## config.mk

```make
export PLATFORM = sky130hd
export DESIGN_NAME = mem_wb_pipe_stage
export DESIGN_NICKNAME = d
export VERILOG_FILES = /design/src/rtl/mem_wb_pipe_stage.sv
export SDC_FILE = /design/constraint.sdc
export NUM_CORES = 1
export LEC_CHECK = 0
export CELL_PAD_IN_SITES_DETAIL_PLACEMENT = 0
export CELL_PAD_IN_SITES_GLOBAL_PLACEMENT = 1
export CORE_ASPECT_RATIO = 2
export CORE_MARGIN = 2
export CORE_UTILIZATION = 52
export DETAILED_ROUTE_END_ITERATION = 12
export DONT_BUFFER_PORTS = 1
export PLACE_DENSITY_LB_ADDON = 0.1
export REMOVE_ABC_BUFFERS = 1
export SYNTH_ARGS = -nofsm -noshare
export SYNTH_HDL_FRONTEND = slang
export SYNTH_SLANG_ARGS = --single-unit
```

## constraint.sdc

```tcl
create_clock -name clk_i -period 4 [get_ports clk_i]
set_clock_uncertainty 0.05 [all_clocks]
set_input_delay 0.6 -clock clk_i [delete_from_list [all_inputs] [get_ports clk_i]]
set_output_delay 0.6 -clock clk_i [all_outputs]
set_load 0.01 [all_outputs]
```

## src/rtl/mem_wb_pipe_stage.sv

```systemverilog
// -----------------------------------------------------------------------------
// mem_wb_pipe_stage
//
// Generic pipeline-stage register with a valid/ready handshake, a flush
// (squash) input and a saturating stall-cycle counter. It was written for the
// MEM/WB boundary but works at any stage boundary. The payload is CH channels
// of DATA_W bits, plus CTRL_W control bits and an ADDR_W destination address.
//
// Build option:
//   MEM_WB_PIPE_SKID_EN  defined   : two-entry skid buffer (main + skid).
//                                    ready_o is registered and has no path
//                                    from ready_i.
//                        undefined : single entry. ready_o = !valid_o || ready_i
//                                    is combinational.
//   Both builds have the same ordering, flush and stall-counter behaviour.
//
// Skid-mode controller states:
//   state    | meaning
//   ---------+-------------------------------------------
//   ST_EMPTY | no entry held
//   ST_ONE   | main entry valid, skid slot free
//   ST_FULL  | main and skid entries valid, ready_o = 0
//
// Ports:
//   clk_i        in   clock, rising edge
//   rst_n_i      in   asynchronous active-low reset
//   flush_i      in   squash all held entries and the incoming one
//   valid_i      in   upstream entry valid
//   ready_o      out  stage can accept an entry this cycle
//   ctrl_i       in   [CTRL_W-1:0]     control bits
//   data_i       in   [CH*DATA_W-1:0]  payload, channel k at [k*DATA_W +: DATA_W]
//   rdaddr_i     in   [ADDR_W-1:0]     destination register
//   valid_o      out  output entry valid
//   ready_i      in   downstream accepts
//   ctrl_o       out  [CTRL_W-1:0]     control bits, forced to 0 while !valid_o
//   data_o       out  [CH*DATA_W-1:0]  registered payload
//   rdaddr_o     out  [ADDR_W-1:0]     registered destination register
//   stall_cnt_o  out  [15:0]           saturating count of stalled cycles
// -----------------------------------------------------------------------------
module mem_wb_pipe_stage #(
    parameter int DATA_W = 32,
    parameter int CH     = 2,
    parameter int CTRL_W = 2,
    parameter int ADDR_W = 5
) (
    input  logic                 clk_i,
    input  logic                 rst_n_i,
    input  logic                 flush_i,
    input  logic                 valid_i,
    output logic                 ready_o,
    input  logic [CTRL_W-1:0]    ctrl_i,
    input  logic [CH*DATA_W-1:0] data_i,
    input  logic [ADDR_W-1:0]    rdaddr_i,
    output logic                 valid_o,
    input  logic                 ready_i,
    output logic [CTRL_W-1:0]    ctrl_o,
    output logic [CH*DATA_W-1:0] data_o,
    output logic [ADDR_W-1:0]    rdaddr_o,
    output logic [15:0]          stall_cnt_o
);

    localparam int PW = CH * DATA_W;

    logic              main_valid;
    logic [CTRL_W-1:0] main_ctrl;
    logic [PW-1:0]     main_data;
    logic [ADDR_W-1:0] main_addr;

    logic in_xfer;
    logic out_xfer;
    logic in_take;

    assign in_xfer  = valid_i && ready_o;
    assign out_xfer = main_valid && ready_i;
    // A flushed cycle accepts the handshake upstream but drops the entry.
    assign in_take  = in_xfer && !flush_i;

`ifdef MEM_WB_PIPE_SKID_EN

    typedef enum logic [1:0] {
        ST_EMPTY = 2'd0,
        ST_ONE   = 2'd1,
        ST_FULL  = 2'd2
    } state_t;

    state_t state;
    state_t state_nxt;

    logic              skid_valid;
    logic [CTRL_W-1:0] skid_ctrl;
    logic [PW-1:0]     skid_data;
    logic [ADDR_W-1:0] skid_addr;

    logic load_main_in;
    logic load_main_skid;
    logic load_skid;

    always_ff @(posedge clk_i or negedge rst_n_i) begin
        if (!rst_n_i) begin
            state <= ST_EMPTY;
        end else begin
            state <= state_nxt;
        end
    end

    always_comb begin
        state_nxt      = state;
        load_main_in   = 1'b0;
        load_main_skid = 1'b0;
        load_skid      = 1'b0;
        if (flush_i) begin
            state_nxt = ST_EMPTY;
        end else begin
            case (state)
                ST_EMPTY: begin
                    if (in_take) begin
                        state_nxt    = ST_ONE;
                        load_main_in = 1'b1;
                    end
                end
                ST_ONE: begin
                    if (in_take && out_xfer) begin
                        load_main_in = 1'b1;
                    end else if (in_take) begin
                        state_nxt = ST_FULL;
                        load_skid = 1'b1;
                    end else if (out_xfer) begin
                        state_nxt = ST_EMPTY;
                    end
                end
                ST_FULL: begin
                    // ready_o is low here, so no input can arrive alongside.
                    if (out_xfer) begin
                        state_nxt      = ST_ONE;
                        load_main_skid = 1'b1;
                    end
                end
                default: begin
                    state_nxt = ST_EMPTY;
                end
            endcase
        end
    end

    assign main_valid = (state != ST_EMPTY);
    assign skid_valid = (state == ST_FULL);
    assign ready_o    = !skid_valid;

    always_ff @(posedge clk_i or negedge rst_n_i) begin
        if (!rst_n_i) begin
            main_ctrl <= '0;
            main_data <= '0;
            main_addr <= '0;
        end else if (load_main_in) begin
            main_ctrl <= ctrl_i;
            main_data <= data_i;
            main_addr <= rdaddr_i;
        end else if (load_main_skid) begin
            main_ctrl <= skid_ctrl;
            main_data <= skid_data;
            main_addr <= skid_addr;
        end
    end

    always_ff @(posedge clk_i or negedge rst_n_i) begin
        if (!rst_n_i) begin
            skid_ctrl <= '0;
            skid_data <= '0;
            skid_addr <= '0;
        end else if (load_skid) begin
            skid_ctrl <= ctrl_i;
            skid_data <= data_i;
            skid_addr <= rdaddr_i;
        end
    end

`else

    // Single entry: a drain and a load on the same edge replace the entry.
    assign ready_o = !main_valid || ready_i;

    always_ff @(posedge clk_i or negedge rst_n_i) begin
        if (!rst_n_i) begin
            main_valid <= 1'b0;
        end else if (flush_i) begin
            main_valid <= 1'b0;
        end else if (in_take) begin
            main_valid <= 1'b1;
        end else if (out_xfer) begin
            main_valid <= 1'b0;
        end
    end

    always_ff @(posedge clk_i or negedge rst_n_i) begin
        if (!rst_n_i) begin
            main_ctrl <= '0;
            main_data <= '0;
            main_addr <= '0;
        end else if (in_take) begin
            main_ctrl <= ctrl_i;
            main_data <= data_i;
            main_addr <= rdaddr_i;
        end
    end

`endif

    // Stale payload is kept on invalid entries; only ctrl is masked so an
    // empty stage can never trigger a register write downstream.
    assign valid_o  = main_valid;
    assign ctrl_o   = main_valid ? main_ctrl : '0;
    assign data_o   = main_data;
    assign rdaddr_o = main_addr;

    always_ff @(posedge clk_i or negedge rst_n_i) begin
        if (!rst_n_i) begin
            stall_cnt_o <= '0;
        end else if (main_valid && !ready_i && !flush_i && (stall_cnt_o != 16'hFFFF)) begin
            stall_cnt_o <= stall_cnt_o + 16'd1;
        end
    end

endmodule

```

==> results_dict.tcl <==
set metrics [dict create \
    async_flop_share_pct 100.0 \
    drc 0 \
    antenna_found_initial 2 \
    die_x_um 62.26 \
    num_io_pins 165 \
    synth_area_um2 3530 \
    finalSetupViolCount 0 \
    utilization_pct 59.54 \
    synth_enable_flop_cells 0 \
    syn_inst 230 \
    fp.dieH_um 120.5 \
    num-fill-cells 537 \
    ctsLongestPathBuffers 2 \
    path_clk_slew_ns 0.06 \
    period_minus_slack_ns 2.144 \
    grt_overflow_total 0 \
    synth_seq_cells 88 \
    p_leak_nw 1.708 \
    rrSetupSlack_ns 1.86 \
    routabilityCongestion 0.7196 \
    worstHoldPathType "primary input to async pin" \
    dr.pass1.iters 4 \
    io_buffers 0 \
    worst-path-max-fanout 71 \
    vdd_ir_drop_max_mv 0.4249 \
    htreeDepth 3 \
    insertion_delay_ns 0.32 \
    slew_viol_final 0 \
    cp-start-kind "flip-flop" \
    numCtsBuffers 9 \
    wl_per_cell_um 21.28 \
    ys_seq_area_share_pct 62.39 \
    synth.top_cell.area_share_pct 62.39 \
    ys_warn_count 0 \
    crit_arrival_ns 2.29 \
    ff_latch_area_um2 2202 \
    drv_cap 0 \
    max_freq_mhz 466.5 \
    synthTopCellsByArea "dfrtp_1 62%, mux2_1 23%, xor2_1 2.0%" \
    final_net_count 312 \
    initial_utilization_pct 53.73 \
    via_count 1903 \
    routed_wl_um 7021 \
    coreArea_um2 6569 \
    cts_sinks 88 \
    multi_input_area_um2 1272 \
    rsz0062_at_grt "false" \
    required_ns 4.15 \
    critPathCaptureType "flip-flop" \
    ys_types 33 \
    avgSynthCellArea_um2 15.35 \
    row_count 42 \
    clockRootBuffer "clkbuf_16" \
    cellPowerDensity_nw_per_um2 557.0 \
    die_area_um2 7503 \
    synth_top_cell_by_area "dfrtp_1" \
    first_global_vias 2063 \
    slew_headroom_pct 40.03 \
    post-cts-setup-buffers 0 \
    drt_iter0_markers 114 \
    dp_hpwl_um 5167 \
    grt_usage_pct 19.27 \
    grt_pass1_wl_um 10910 \
    synthFlopType "dfrtp_1" \
    grt_max_degree 89 \
    tritoncts "built" \
    area_delta_synth_final_pct 10.81 \
    via_per_inst 5.767 \
    hold_viol_final 0 \
    outcome "finished, final reports clean" \
    worstSetupPathType "flip-flop to flip-flop" \
    min_period_over_period_pct 53.59 \
    drive_gt1_share_pct 10.83 \
    setup_tns_ns 0 \
    drtAntennaViolNets 0 \
    tightest_slew_ns 0.8996 \
]
## flip-flops by register name, indices dropped and copies added, names as in the netlist
name	flops
main_ctrl	2
valid_o	1
data_o	64
rdaddr_o	5
stall_cnt_o	16
## path summary, 6_finish.rpt
path                              start      endpoint  cells past startpoint
hold reg to reg            main_ctrl[1]  main_ctrl[1]                      1
max in group asynchronous       rst_n_i    data_o[46]                      1
setup / recovery                valid_o     data_o[8]                      4
min in group clk_i              flush_i       valid_o                      1
hold / removal                  rst_n_i   rdaddr_o[3]                      1
setup reg to reg                valid_o     data_o[8]                      4
## stage by stage
| stage | hold WS, ns | area [um2] | std cells | power (mW) | setup WS, ns |
|---|---|---|---|---|---|
| floorplan | 0.2544 | 3473 | 222 | 1.328 | -2.944 |
| global placement | 0.2562 | 3596 | 311 | 1.378 | 1.917 |
| detailed placement | 0.2566 | 3596 | 311 | 1.397 | 1.826 |
| CTS | 0.1421 | 3906 | 328 | 2.212 | 1.834 |
| global route | 0.1409 | 3911 | 330 | 2.285 | 1.725 |
| finish | 0.1184 | 3911 | 330 | 2.179 | 1.856 |
## cell usage after synthesis, drive strengths merged, types with 2 or more instances
cell,number
nor4,3
xor2,8
xnor2,3
nand4,5
nor2,6
and2,2
dfrtp,88
o21ai,2
buf,7
mux2,73
nand2,6
nand3,8
nor3b,2
nor3,5
## final cells by class
cell class	instances	area share (%)
Antenna cell	2	0.1280
Clock buffer	13	6.142
Clock inverter	3	1.088
Inverter	1	0.09597
Multi-Input combinational cell	133	32.53
Sequential cell	88	56.30
Tap cell	88	2.815
Timing Repair Buffer	2	0.8957
## per-layer routing
| metal | GRT usage [%] | routed length [um] | share of wire, % |
|---|---|---|---|
| met1 | 18.56 | 2250 | 32 |
| met2 | 33.36 | 3787 | 54 |
| met4 | 12.08 | 240 | 3.4 |
| met3 | 8.279 | 742 | 11 |
| met5 | 0 | 0 | 0 |
## critical path, cell delays in order (launching register included)
cell,delay (ns)
dfrtp_1,0.45
nor2b_1,0.20
nor3b_2,0.15
buf_4,0.71
mux2_1,0.41
## where the power goes
part | leakage (nW) | switching [mW] | internal (mW)
Clock | 0.134 | 0.303 | 0.483
Sequential | 1.07 | 0.185 | 1.03
Combinational | 0.509 | 0.0806 | 0.0933
Total | 1.71 | 0.568 | 1.61
## repair_timing
action | in CTS | in global routing
hold buffers | 1 | 0
resized for setup | 0 | 0
setup endpoints to repair | 0 | 0
endpoints found under the hold margin | 88 | 0
## placed cells by master, fill, tap and decap left out, types with 2 or more instances in the layout
master     instances
diode_2            2
nor3b_2            2
dfrtp_1           88
nand2_1            6
nand4_1            3
nand3_1            8
xnor2_1            3
xor2_1             8
nor4_4             2
nor2_1             5
clkbuf_16          9
clkbuf_1           4
nor3_1             5
and2_1             2
mux2_1            71
mux2_2             2
## cells by family after synthesis
group                      share of synthesized area (%)
adders and majority gates                         0.3544
DFF                                                62.39
xor gates and xnor gates                           2.730
muxes                                              23.57
buffers and inverters                              1.701
AOI/OAI and AO/OA                                 0.4961
and+or+nand+nor                                    8.756
Note: power is estimated with default switching activity, not from simulation.
